[src/rtl/mux4_rr_arbiter.sv]
// Purpose: round-robin arbiter sharing one 4:1 mux among four level-sensitive requesters.
// Latency: req to gnt/sel is one cycle; handoff between requesters happens with no idle cycle.
// Backpressure: en=0 blocks new grants; a holder is forced off after HOLD_MAX cycles only if another request waits.
module mux4_rr_arbiter #(
    parameter int HOLD_MAX = 4,
    parameter int CNT_W    = 3
) (
    input  logic       clk,
    input  logic       rst,
    input  logic [3:0] req,
    input  logic       en,
    output logic [3:0] gnt,
    output logic [1:0] sel,
    output logic       busy
);

    typedef enum logic {IDLE = 1'b0, GRANT = 1'b1} state_t;

    state_t           state;
    logic [1:0]       ptr;
    logic [1:0]       w;
    logic [CNT_W-1:0] cnt;

    logic [3:0]       cand;
    logic [3:0]       cand_ex;
    logic [1:0]       w_next_idx;
    logic             idle_found;
    logic [1:0]       idle_k;
    logic             hand_found;
    logic [1:0]       hand_k;
    logic             at_limit;

    localparam logic [CNT_W-1:0] HOLD_LIM = CNT_W'(HOLD_MAX);

    // Cyclic first-set search starting at index s; returns {found, index}.
    function automatic logic [2:0] rr_find(input logic [3:0] c, input logic [1:0] s);
        logic [2:0] res;
        logic [1:0] idx;
        res = 3'b000;
        for (int i = 3; i >= 0; i--) begin
            idx = s + 2'(i);
            if (c[idx]) begin
                res = {1'b1, idx};
            end
        end
        return res;
    endfunction

    // Candidate vectors and both winner searches (from ptr when idle, from w+1 when leaving a grant).
    always_comb begin
        cand       = req & {4{en}};
        cand_ex    = cand & ~(4'b0001 << w);
        w_next_idx = w + 2'd1;
        {idle_found, idle_k} = rr_find(cand, ptr);
        {hand_found, hand_k} = rr_find(cand_ex, w_next_idx);
        at_limit   = (cnt == HOLD_LIM);
    end

    // Arbitration FSM with registered grant, select and busy outputs.
    always_ff @(posedge clk) begin
        if (rst) begin
            state <= IDLE;
            ptr   <= 2'd0;
            w     <= 2'd0;
            cnt   <= '0;
            gnt   <= 4'b0000;
            sel   <= 2'd0;
            busy  <= 1'b0;
        end else begin
            case (state)
                IDLE: begin
                    if (idle_found) begin
                        state <= GRANT;
                        w     <= idle_k;
                        sel   <= idle_k;
                        gnt   <= 4'b0001 << idle_k;
                        cnt   <= CNT_W'(1);
                        busy  <= 1'b1;
                    end
                end
                GRANT: begin
                    if (!req[w] || (at_limit && hand_found)) begin
                        // Release (takes precedence) or forced handoff: rotate past the holder.
                        ptr <= w_next_idx;
                        if (hand_found) begin
                            w    <= hand_k;
                            sel  <= hand_k;
                            gnt  <= 4'b0001 << hand_k;
                            cnt  <= CNT_W'(1);
                            busy <= 1'b1;
                        end else begin
                            state <= IDLE;
                            gnt   <= 4'b0000;
                            busy  <= 1'b0;
                            cnt   <= '0;
                        end
                    end else if (!at_limit) begin
                        cnt <= cnt + CNT_W'(1);
                    end
                end
                default: begin
                    state <= IDLE;
                    gnt   <= 4'b0000;
                    busy  <= 1'b0;
                end
            endcase
        end
    end

endmodule

[config.mk]
export PLATFORM = sky130hd
export DESIGN_NAME = mux4_rr_arbiter
export DESIGN_NICKNAME = d
export VERILOG_FILES = /design/src/rtl/mux4_rr_arbiter.sv
export SDC_FILE = /design/constraint.sdc
export NUM_CORES = 1
export LEC_CHECK = 0
export ABC_AREA = 1
export CAP_MARGIN = 30
export CORE_ASPECT_RATIO = 1.5
export CORE_MARGIN = 2
export CORE_UTILIZATION = 40
export DETAILED_ROUTE_END_ITERATION = 7
export PLACE_DENSITY_LB_ADDON = 0.25
export SETUP_SLACK_MARGIN = 0.05
export SYNTH_ARGS = -nofsm -noshare
export SYNTH_HDL_FRONTEND = slang
export SYNTH_SLANG_ARGS = --single-unit
[constraint.sdc]
create_clock -name clk -period 3.3 [get_ports clk]
set_clock_uncertainty 0.2 [all_clocks]
set_input_delay 0.495 -clock clk [delete_from_list [all_inputs] [get_ports clk]]
set_output_delay 0.495 -clock clk [all_outputs]
set_load 0.02 [all_outputs]
Word-level counts from Yosys, hierarchy flattened

Index checks and enable logic that the tools add are counted.

Flip-flop bits (word level): 13
Latch bits: 0
Memory bits (writable): 0
ROM bits: 0
Input port bits: 7
Memories: 0

$add $sub $neg: 8
Multipliers: 0
Divide/modulo/power cells: 0
$lt $le $gt $ge: 9
Equal/unequal tests: 5
Shift-type cells: 3
Multiplexer cells: 46
Bitwise operators: 4
Reduce and logical (&&, ||, !) cells: 7

Operator list:

| kind                                               | count |
|---|---|
| two-way mux 3 bit                                  | 11 |
| < comparator 2 x 3 -> 1 bit, second input constant | 9 |
| binary-select mux 1 bit (select 2 bit)             | 9 |
| two-way mux 1 bit                                  | 15 |
| two-way mux 4 bit                                  | 3 |
| left shift 1 x 2 -> 4 bit, first input constant    | 3 |
| adder 2 bit, second input constant                 | 4 |
| AND 4 bit                                          | 2 |
| one-hot mux 4 bit (2 select lines)                 | 1 |
| adder 2 x 1 -> 2 bit, second input constant        | 3 |
| two-way mux 2 bit                                  | 3 |
| one-hot mux 3 bit (2 select lines)                 | 1 |
| AND reduction 2 bit                                | 3 |
| != test 2 x 1 -> 1 bit, second input constant      | 2 |
| inverter 4 bit                                     | 1 |
| one-hot mux 1 bit (2 select lines)                 | 2 |
| one-hot mux 2 bit (2 select lines)                 | 1 |
| adder 3 x 1 -> 3 bit, second input constant        | 1 |
| equality test 3 bit, second input constant         | 1 |
| != test 3 x 2 -> 1 bit, second input constant      | 1 |
| AND reduction 3 bit                                | 1 |
| != test 2 bit, second input constant               | 1 |
| logical AND 1 bit                                  | 1 |
| logical NOT 1 bit                                  | 1 |
| 2 further kinds                                    | 2 |

Depth between registers and ports, before layout

Gate-level depths: netlist of run 1.

Depth in word-level cells: 13
Mapped depth: 19

Least setup slack after synthesis of run 1

Ideal clock, no wire load.

Path type: reg-to-reg
From: reg w[0]
To: reg gnt[0]
Arrival: 2.257 ns
Slack: 0.731 ns
Stages on the path, launching flop included: 19
Path buffers: 2
Clock period less this slack: 2.569 ns
Cell sequence: dfxtp_1 -> buf_6 -> clkinv_2 -> buf_6 -> ha_1 -> inv_1 -> nand2_1 -> nand2_1 -> inv_1 -> nand3_2 -> nand2_1 -> nor2_1 -> nand2_1 -> nand2_2 -> nand2_2 -> nand2_4 -> nand3b_1 -> nand2_1 -> nor2_2

Elaborated cells between the ends (all ways): 30

RTL lines:

| item                                                                             | line   | source |
|---|---|---|
| from (decl)                                                                      | 21     | `logic [1:0] w;` |
| from (signal assigned)                                                           | 74     | `w <= idle_k;` |
| from (signal assigned)                                                           | 86     | `w <= hand_k;` |
| adder 2 x 1 -> 2 bit *                                                           | 53     | `w_next_idx = w + 2'd1;` |
| named net w_next_idx[0]                                                          | 26     | `logic [1:0] w_next_idx;` |
| adder 2 bit                                                                      | 41     | `idx = s + 2'(i);` |
| binary-select mux 1 bit (select 2 bit)                                           | 42     | `if (c[idx]) begin` |
| two-way mux 1 bit (not written as such)                                          | 42     |  |
| two-way mux 3 bit (3 in series)                                                  | 42     |  |
| two-way mux 3 bit *                                                              | 42     |  |
| left shift 1 x 2 -> 4 bit / logical AND 1 bit (equally long branches)            | 88, 82 |  |
| two-way mux 4 bit / logical OR 1 bit (equally long branches)                     | 85, 82 |  |
| two-way mux 4 bit / != test 2 x 1 -> 1 bit (equally long branches)               | --     |  |
| one-hot mux 4 bit (2 select lines) / AND reduction 2 bit (equally long branches) | --     |  |
| to (signal assigned)                                                             | 76     | `gnt <= 4'b0001 << idle_k;` |
| to (signal assigned)                                                             | 88     | `gnt <= 4'b0001 << hand_k;` |
| to (decl)                                                                        | 12     | `output logic [3:0] gnt,` |

Mark *: on every way through the listed nets, which the timed path passes. The rest lies on a longest branch. The select of a mux whose other input is x is not followed.
A chain may end at the register's enable or synchronous reset.

Worst setup path in the final report of run 1

Ends and elaborated chain as after synthesis.

==> summary.txt, run 1 <==
Status
  • Status: finished clean

Critical path
  • Crit-path most repeated cell: nand2_1
  • Crit-path leading delay family: simple AND/OR/NAND/NOR gates
  • Crit Path Max Fanout: 12
  • Critical path arrival: 2.56 ns
  • CP startpoint kind: register
  • Critical path buffers and inverters: 3
  • Setup Crit Path Kind: register to register
  • Crit path capture type: register
  • Crit path cell chain: clkinv_2 > ha_1 > inv_1 > nand2_1 > nand2_1 > inv_1 > nand3_1 > nand2_1 > nor2_1 > nand2_1 > nand2_2 > nand2_2 > nand2_4 > nand3b_1 > nand2_1 > nor2_2
  • Worst-path cell with the longest stage delay: ha_1
  • CP Data Required Time: ~3.3 ns
  • Slowest Stage Delay on Critical Path: ~0.45 ns

Floorplan
  • Rows: 25
  • Initial Utilization: roughly two fifths
  • Num ports: 14
  • Die area: ~0.0037 sq mm
  • Chip Width: approximately 50 microns
  • Core ar.: around 0.0031 sq mm
  • Die Span Y: 73.5 microns

Clocking
  • Post-CTS Setup Inserts: 0
  • TritonCTS Sinks: 13
  • Post-CTS sizing: 0
  • Clock slew at reported path FFs: around 0.060 ns
  • Num CTS Buffers: 3
  • CTS tree: built
  • Max Root-Sink Buffers: 2
  • Root Buffer: clkbuf_8
  • H-tree levels: 1
  • Clock latency at the later pin of the worst-skew pair: approximately 0.25 ns
  • Hold_buf cts: 0

Global routing
  • Antenna violations before repair: 0
  • Global-route wire length before repair: a little under 5000 microns
  • Pin count of the biggest net entering global routing: 15
  • Overall global routing resource usage: roughly 17%
  • Vias in the first global route: roughly 1,200
  • Total gr overflow: 0

Yosys
  • Synth Instances: roughly 210
  • Area share of the largest cell type after synthesis: between 20% and 30%
  • Synth unique cells: 28
  • Synthesized area: 0.00129 sq mm
  • Post-synth top area cell: nand2_1
  • Post-Synthesis Mean Instance Area: between 6 and 7 sq um
  • Post-synthesis sequential area ratio: a little over 20%
  • Seq cells post-synth: 13
  • Synth area leaders: nand2_1 (20%), dfxtp_1 (20%), nand3_1 (11%), inv_1 (6.1%), ha_1 (5.8%)
  • Ys Warns: 0
  • Syn Nets: 225

Layout
  • Layout net count: 239
  • Antenna diode count: 0
  • Syn-to-layout area delta: 14.7%
  • Share of layout cells above drive strength 1: between 10 and 15%
  • Non-Filler Instances: 265

Power and ir drop
  • Flop pwr share: between 10% and 20%
  • Share of total power in combinational logic: between 70 and 80%
  • Internal Pwr Total: 0.000680 W
  • Clock Power Share: 10.0%
  • Sw power: between 0.0007 and 0.0008 W
  • Net Sw Frac: 53.7%
  • PwrDens: ~1000 mW/mm^2
  • Maximum VDD drop: 0.000439 V
  • Leakage: roughly 0.76 nW

Timing
  • Crit share post-route: 79.0%
  • FMAX: about 380 MHz
  • Worst Max-Slew Pin Slew: roughly 0.56 ns
  • Final setup fails: 0
  • Unrepaired setup endpoints after global routing: no
  • Final Max Tran Viols: 0
  • Final Critical Period: 2.61 ns
  • Final hold vios: 0
  • Fin Setup TNS: 0 ns
  • Slew headroom: roughly 63%

Route
  • Vias after detailed routing: about 1,300
  • 1st-iter DRT viols: 28
  • Drt pass-1 iters: 4
  • DRC: 0
  • Drt wl/cell: 11.4 microns
  • Mean number of vias per cell: a little under 5
  • Total wire length: 3020 microns
  • Antenna-violating nets left: 0

Hold path
  • HP Class: register to register

Place
  • Port bufs: 13
  • Inst Count DP: about 260
  • DP HPWL: 2430 microns
  • Final estimated routing congestion in global placement: 0.901

Job
  • Max cap viols: 0
[worst reg2reg max path: stages, from the launching register on]
cell	delay (ns)
dfxtp_1	0.34
clkinv_2	0.19
ha_1	0.45
inv_1	0.13
nand2_1	0.06
nand2_1	0.11
inv_1	0.09
nand3_1	0.08
nand2_1	0.06
nor2_1	0.12
nand2_1	0.12
nand2_2	0.11
nand2_2	0.10
nand2_4	0.13
nand3b_1	0.10
nand2_1	0.08
nor2_2	0.04
[cell usage after synthesis]
master	count
buf_2	2
dfxtp_1	13
and2_1	2
o21ai_0	6
o21ai_2	1
nand2_2	8
nand3b_1	4
nor2_1	20
nand4_1	3
or2_1	1
ha_1	6
o21ai_1	3
a21oi_1	6
a21boi_4	1
o211ai_1	1
nand3_2	3
nand3b_4	1
o21ai_4	1
o21bai_1	1
nand2_1	70
clkinv_2	1
nand3_1	27
nand2_4	1
buf_6	3
nor2_2	2
inv_2	2
xor2_1	2
inv_1	21
[worst paths after layout]
check | startpoint | endpoint | slack [ns] | cells after the start
worst max-delay path | w[0] | gnt[0] | 0.69 | 16
worst min-delay path | busy | busy | 0.29 | 2
worst max register to register | w[0] | gnt[0] | 0.69 | 16
worst min register to register | busy | busy | 0.29 | 2
[cell families (layout without fill, tap and decap cells)]
family                   after synthesis  count (layout)  synth area share, %
adder cells (fa/ha/maj)                6               6                 5.84
buffers and inverters                 29              42                 10.5
AND/OR/NAND/NOR                      142             142                 51.7
flip-flops                            13              13                 20.2
XOR/XNOR                               2               2                 1.36
AO/OA/AOI/OAI                         20              20                 10.4
[power by group through the flow]
| stage | clock network [W] | logic [W] | registers [W] |
|---|---|---|---|
| finish | 0.000147 | 0.00104 | 0.000281 |
| global route | 0.000161 | 0.00118 | 0.000288 |
| CTS | 0.000154 | 0.00104 | 0.000280 |
| detailed placement | 0 | 0.00104 | 0.000284 |
| global placement | 0 | 0.00104 | 0.000284 |
| floorplan | 0 | 0.000797 | 0.000299 |
[placed cells by master, fill, tap and decap left out, drive strengths merged, types with 4 or more instances in the layout]
cell,netlist,final
clkbuf,0,4
clkdlybuf4s50,0,13
o21ai,11,11
nor2,22,22
nand3b,5,5
nand3,30,30
a21oi,6,6
dfxtp,13,13
inv,23,23
ha,6,6
nand2,79,79
[per-layer routing]
| metal | track usage [%] | routed length (microns) | vias to the layer above |
|---|---|---|---|
| li1 | - | - | 701 |
| met1 | 18.6 | 1310 | 561 |
| met2 | 33.0 | 1560 | 18 |
| met3 | 1.63 | 75 | 7 |
| met4 | 8.71 | 76 | 0 |
| met5 | 0 | 0 | - |
[state kept, by name, summed over array words and instances (netlist names)]
| name | cells |
|---|---|
| state | 1 |
| busy | 1 |
| gnt | 4 |
| ptr | 2 |
| w | 2 |
| cnt | 3 |
[final cells by class]
cell class              instances  area, sq um
well taps                      40         50.0
fillers                       355         1650
multi-input cells             170          891
clock buffers                   4         45.0
repair buffers                 14          138
flip-flops and latches         13          260
inverters                      24         91.3
[stage by stage]
step | area [sq um] | setup WS [ns] | total power [W] | hold slack, ns | util, %
2_1_floorplan | 1290 | 0.731 | 0.00110 | 0.301 | -
3_3_place_gp | 1430 | 0.600 | 0.00132 | 0.276 | 45.7
3_5_place_dp | 1430 | 0.614 | 0.00133 | 0.282 | 45.7
4_1_cts | 1480 | 0.690 | 0.00148 | 0.290 | 47.2
5_1_grt | 1480 | 0.471 | 0.00162 | 0.311 | 47.2
6_report | 1480 | 0.693 | 0.00147 | 0.288 | 47.2
Note: power is estimated with default switching activity, not from simulation.
==> run 2, diff against run 1 <==
==> constraint.sdc (replaced) <==
create_clock -name clk -period 2.3 [get_ports clk]
set_clock_uncertainty 0.2 [all_clocks]
set_input_delay 0.345 -clock clk [delete_from_list [all_inputs] [get_ports clk]]
set_output_delay 0.345 -clock clk [all_outputs]
set_load 0.02 [all_outputs]
==> run 2 against run 1 <==
Final area increased by 18%; sequential cell count unchanged; via count increased by 11%; largest power group unchanged.
==> summary.txt, run 2 (synthesis gave the netlist of run 1 again) <==
Global routing
  • Antenna violations before repair: 0 (unchanged)
  • Vias in the first global route: 1,330 (was 1,152)
  • Global-route wire length before repair: 5530 microns (was 4960 microns)
  • Overall global routing resource usage: 19.3% (was 17.3%)
  • Pin count of the biggest net entering global routing: 15 (unchanged)
  • Total gr overflow: 0 (unchanged)

Power and ir drop
  • PwrDens: 1460 mW/mm^2 (was 996 mW/mm^2)
  • Leakage: 0.877 nW (was 0.757 nW)
  • Maximum VDD drop: 0.00104 V (was 0.000439 V)

Timing
  • Final setup fails: 0 (unchanged)
  • Final hold vios: 0 (unchanged)
  • Crit share post-route: 91.8% (was 79.0%)
  • Final Critical Period: 2.11 ns (was 2.61 ns)
  • Slew headroom: 78.1% (was 62.8%)
  • Final hold slack: 0.277 ns (was 0.288 ns)
  • Fin Setup TNS: 0 ns (unchanged)
  • Worst Max-Slew Pin Slew: 0.329 ns (was 0.557 ns)
  • FMAX: 473 MHz (was 384 MHz)
  • Fin worst setup slack: 0.188 ns (was 0.693 ns)
  • Unrepaired setup endpoints after global routing: no (unchanged)
  • Final Max Tran Viols: 0 (unchanged)

Clocking
  • TritonCTS Sinks: 13 (unchanged)
  • Hold_buf cts: 0 (unchanged)
  • Root Buffer: clkbuf_8 (unchanged)
  • Max Root-Sink Buffers: 2 (unchanged)
  • CTS tree: built (unchanged)
  • Clock latency at the later pin of the worst-skew pair: 0.25 ns (about the same)
  • Num CTS Buffers: 3 (unchanged)
  • Clock slew at reported path FFs: 0.06 ns (about the same)
  • H-tree levels: 1 (unchanged)

Floorplan
  • Num ports: 14 (unchanged)
  • Die area: 0.00369 sq mm (unchanged)
  • Rows: 25 (unchanged)
  • Chip Width: 50.3 microns (unchanged)
  • Die Span Y: 73.5 microns (unchanged)
  • Core ar.: 0.00313 sq mm (unchanged)
  • Initial Utilization: 41.1% (unchanged)

Route
  • Met2 wire len: 1780 microns (was 1560 microns)
  • Drt wl/cell: 11.5 microns (was 11.4 microns)
  • 1st-iter DRT viols: 19 (was 28)
  • Drt pass-1 iters: 4 (unchanged)
  • Mean number of vias per cell: 4.98 (was 4.86)
  • Met3 Wirelength: 71 microns (was 75 microns)
  • DRC: 0 (unchanged)
  • Wl on met1: 1340 microns (was 1310 microns)
  • Top Layer Used: met4 (unchanged)
  • Total wire length: 3310 microns (was 3020 microns)
  • Vias after detailed routing: 1,433 (was 1,287)
  • Antenna-violating nets left: 0 (unchanged)

Place
  • Inst Count DP: 280 (was 261)
  • Final estimated routing congestion in global placement: 0.883 (was 0.901)
  • DP HPWL: 2570 microns (was 2430 microns)
  • Port bufs: 13 (unchanged)
  • Pre-CTS WS: -0.324 ns (was 0.614 ns)

Layout
  • Most frequent cells in the layout: nand2_1 (60), nand3_1 (25), buf_4 (23) (was nand2_1 (70), nand3_1 (27), inv_1 (21))
  • Commonest non-fill, non-tap cell in the layout: nand2_1 (unchanged)
  • Fin util: 55.8% (was 47.2%)
  • Largest register FFs: 4 (unchanged)
  • Share of layout cells above drive strength 1: 27.8% (was 11.1%)
  • Layout net count: 262 (was 239)
  • Largest reg by FF count: gnt (unchanged)
  • Largest registers: gnt x4, cnt x3 (unchanged)
  • Syn-to-layout area delta: 35.8% (was 14.7%)
  • Non-Filler Instances: 288 (was 265)
  • Antenna diode count: 0 (unchanged)

Critical path
  • Crit path capture type: register (unchanged)
  • CP startpoint kind: register (unchanged)
  • R2R setup slack: 0.19 ns (was 0.69 ns)
  • Worst-path cell with the longest stage delay: dfxtp_4 (was ha_1)
  • Slowest Stage Delay on Critical Path: 0.37 ns (was 0.45 ns)
  • Crit path cell chain: buf_12 > ha_1 > inv_1 > nand3_2 > nand2_2 > nand3_2 > buf_4 > o21bai_1 > nand2_1 > nand2_2 > inv_1 > nand3_1 > nand2_1 > nor2_1 > nor2_2 (was clkinv_2 > ha_1 > inv_1 > nand2_1 > nand2_1 > inv_1 > nand3_1 > nand2_1 > nor2_1 > nand2_1 > nand2_2 > nand2_2 > nand2_4 > nand3b_1 > nand2_1 > nor2_2)
  • Crit Path Max Fanout: 4 (was 12)
  • CP Data Required Time: 2.25 ns (was 3.25 ns)
  • Critical path arrival: 2.06 ns (was 2.56 ns)
  • Critical path buffers and inverters: 4 (was 3)
  • Setup Crit Path Kind: register to register (unchanged)
  • Crit-path leading delay family: simple AND/OR/NAND/NOR gates (unchanged)

Status
  • Status: finished clean (unchanged)

Hold path
  • HP Class: register to register (unchanged)

Job
  • Max cap viols: 0 (unchanged)
[run 2: routing by layer]
| layer | global-route usage, % | up-vias |
|---|---|---|
| met3 | 2.24 | 11 |
| li1 | - | 745 |
| met4 | 12.6 | 0 |
| met2 | 36.1 | 25 |
| met1 | 19.7 | 652 |
| met5 | 0 | - |
[run 2: metrics by stage]
stage	instance area [sq um]	power [W]
finish	1750	0.00254
global route	1750	0.00279
global placement	1600	0.00211
floorplan	1320	0.00162
CTS	1650	0.00234
detailed placement	1600	0.00211
[run 2: tightest hold or removal path: stages, from the launching register on]
cell and delay [ns]:
dfxtp_1 0.31, nand2_1 0.06, a21oi_1 0.06
[run 2: where the power goes]
part	total [W]	leakage [nW]	switching, W	internal [W]
sequential	0.000392	0.109	0.0000743	0.000318
combinational	0.00193	0.745	0.00112	0.000817
clock	0.000215	0.0228	0.0000919	0.000123
[run 2: final timing paths]
kind,start,cells after the start,end
worst max-delay path,w[0],15,gnt[3]
worst min-delay path,busy,2,busy
worst max register to register,w[0],15,gnt[3]
worst min register to register,busy,2,busy
[run 2: layout make-up]
cell class                 count  area (sq um)
fill                         330          1380
multi-input combinational    170           967
timing repair buffer          37           322
sequential                    13           268
inverter                      24          95.1
tap                           40          50.0
clock buffer                   4          45.0
[run 2: what timing repair did]
item                                    CTS  global route
pin swaps                                 0            11
endpoints found under the setup margin   12            12
gates resized for setup                   2            21
setup buffers                             0             4
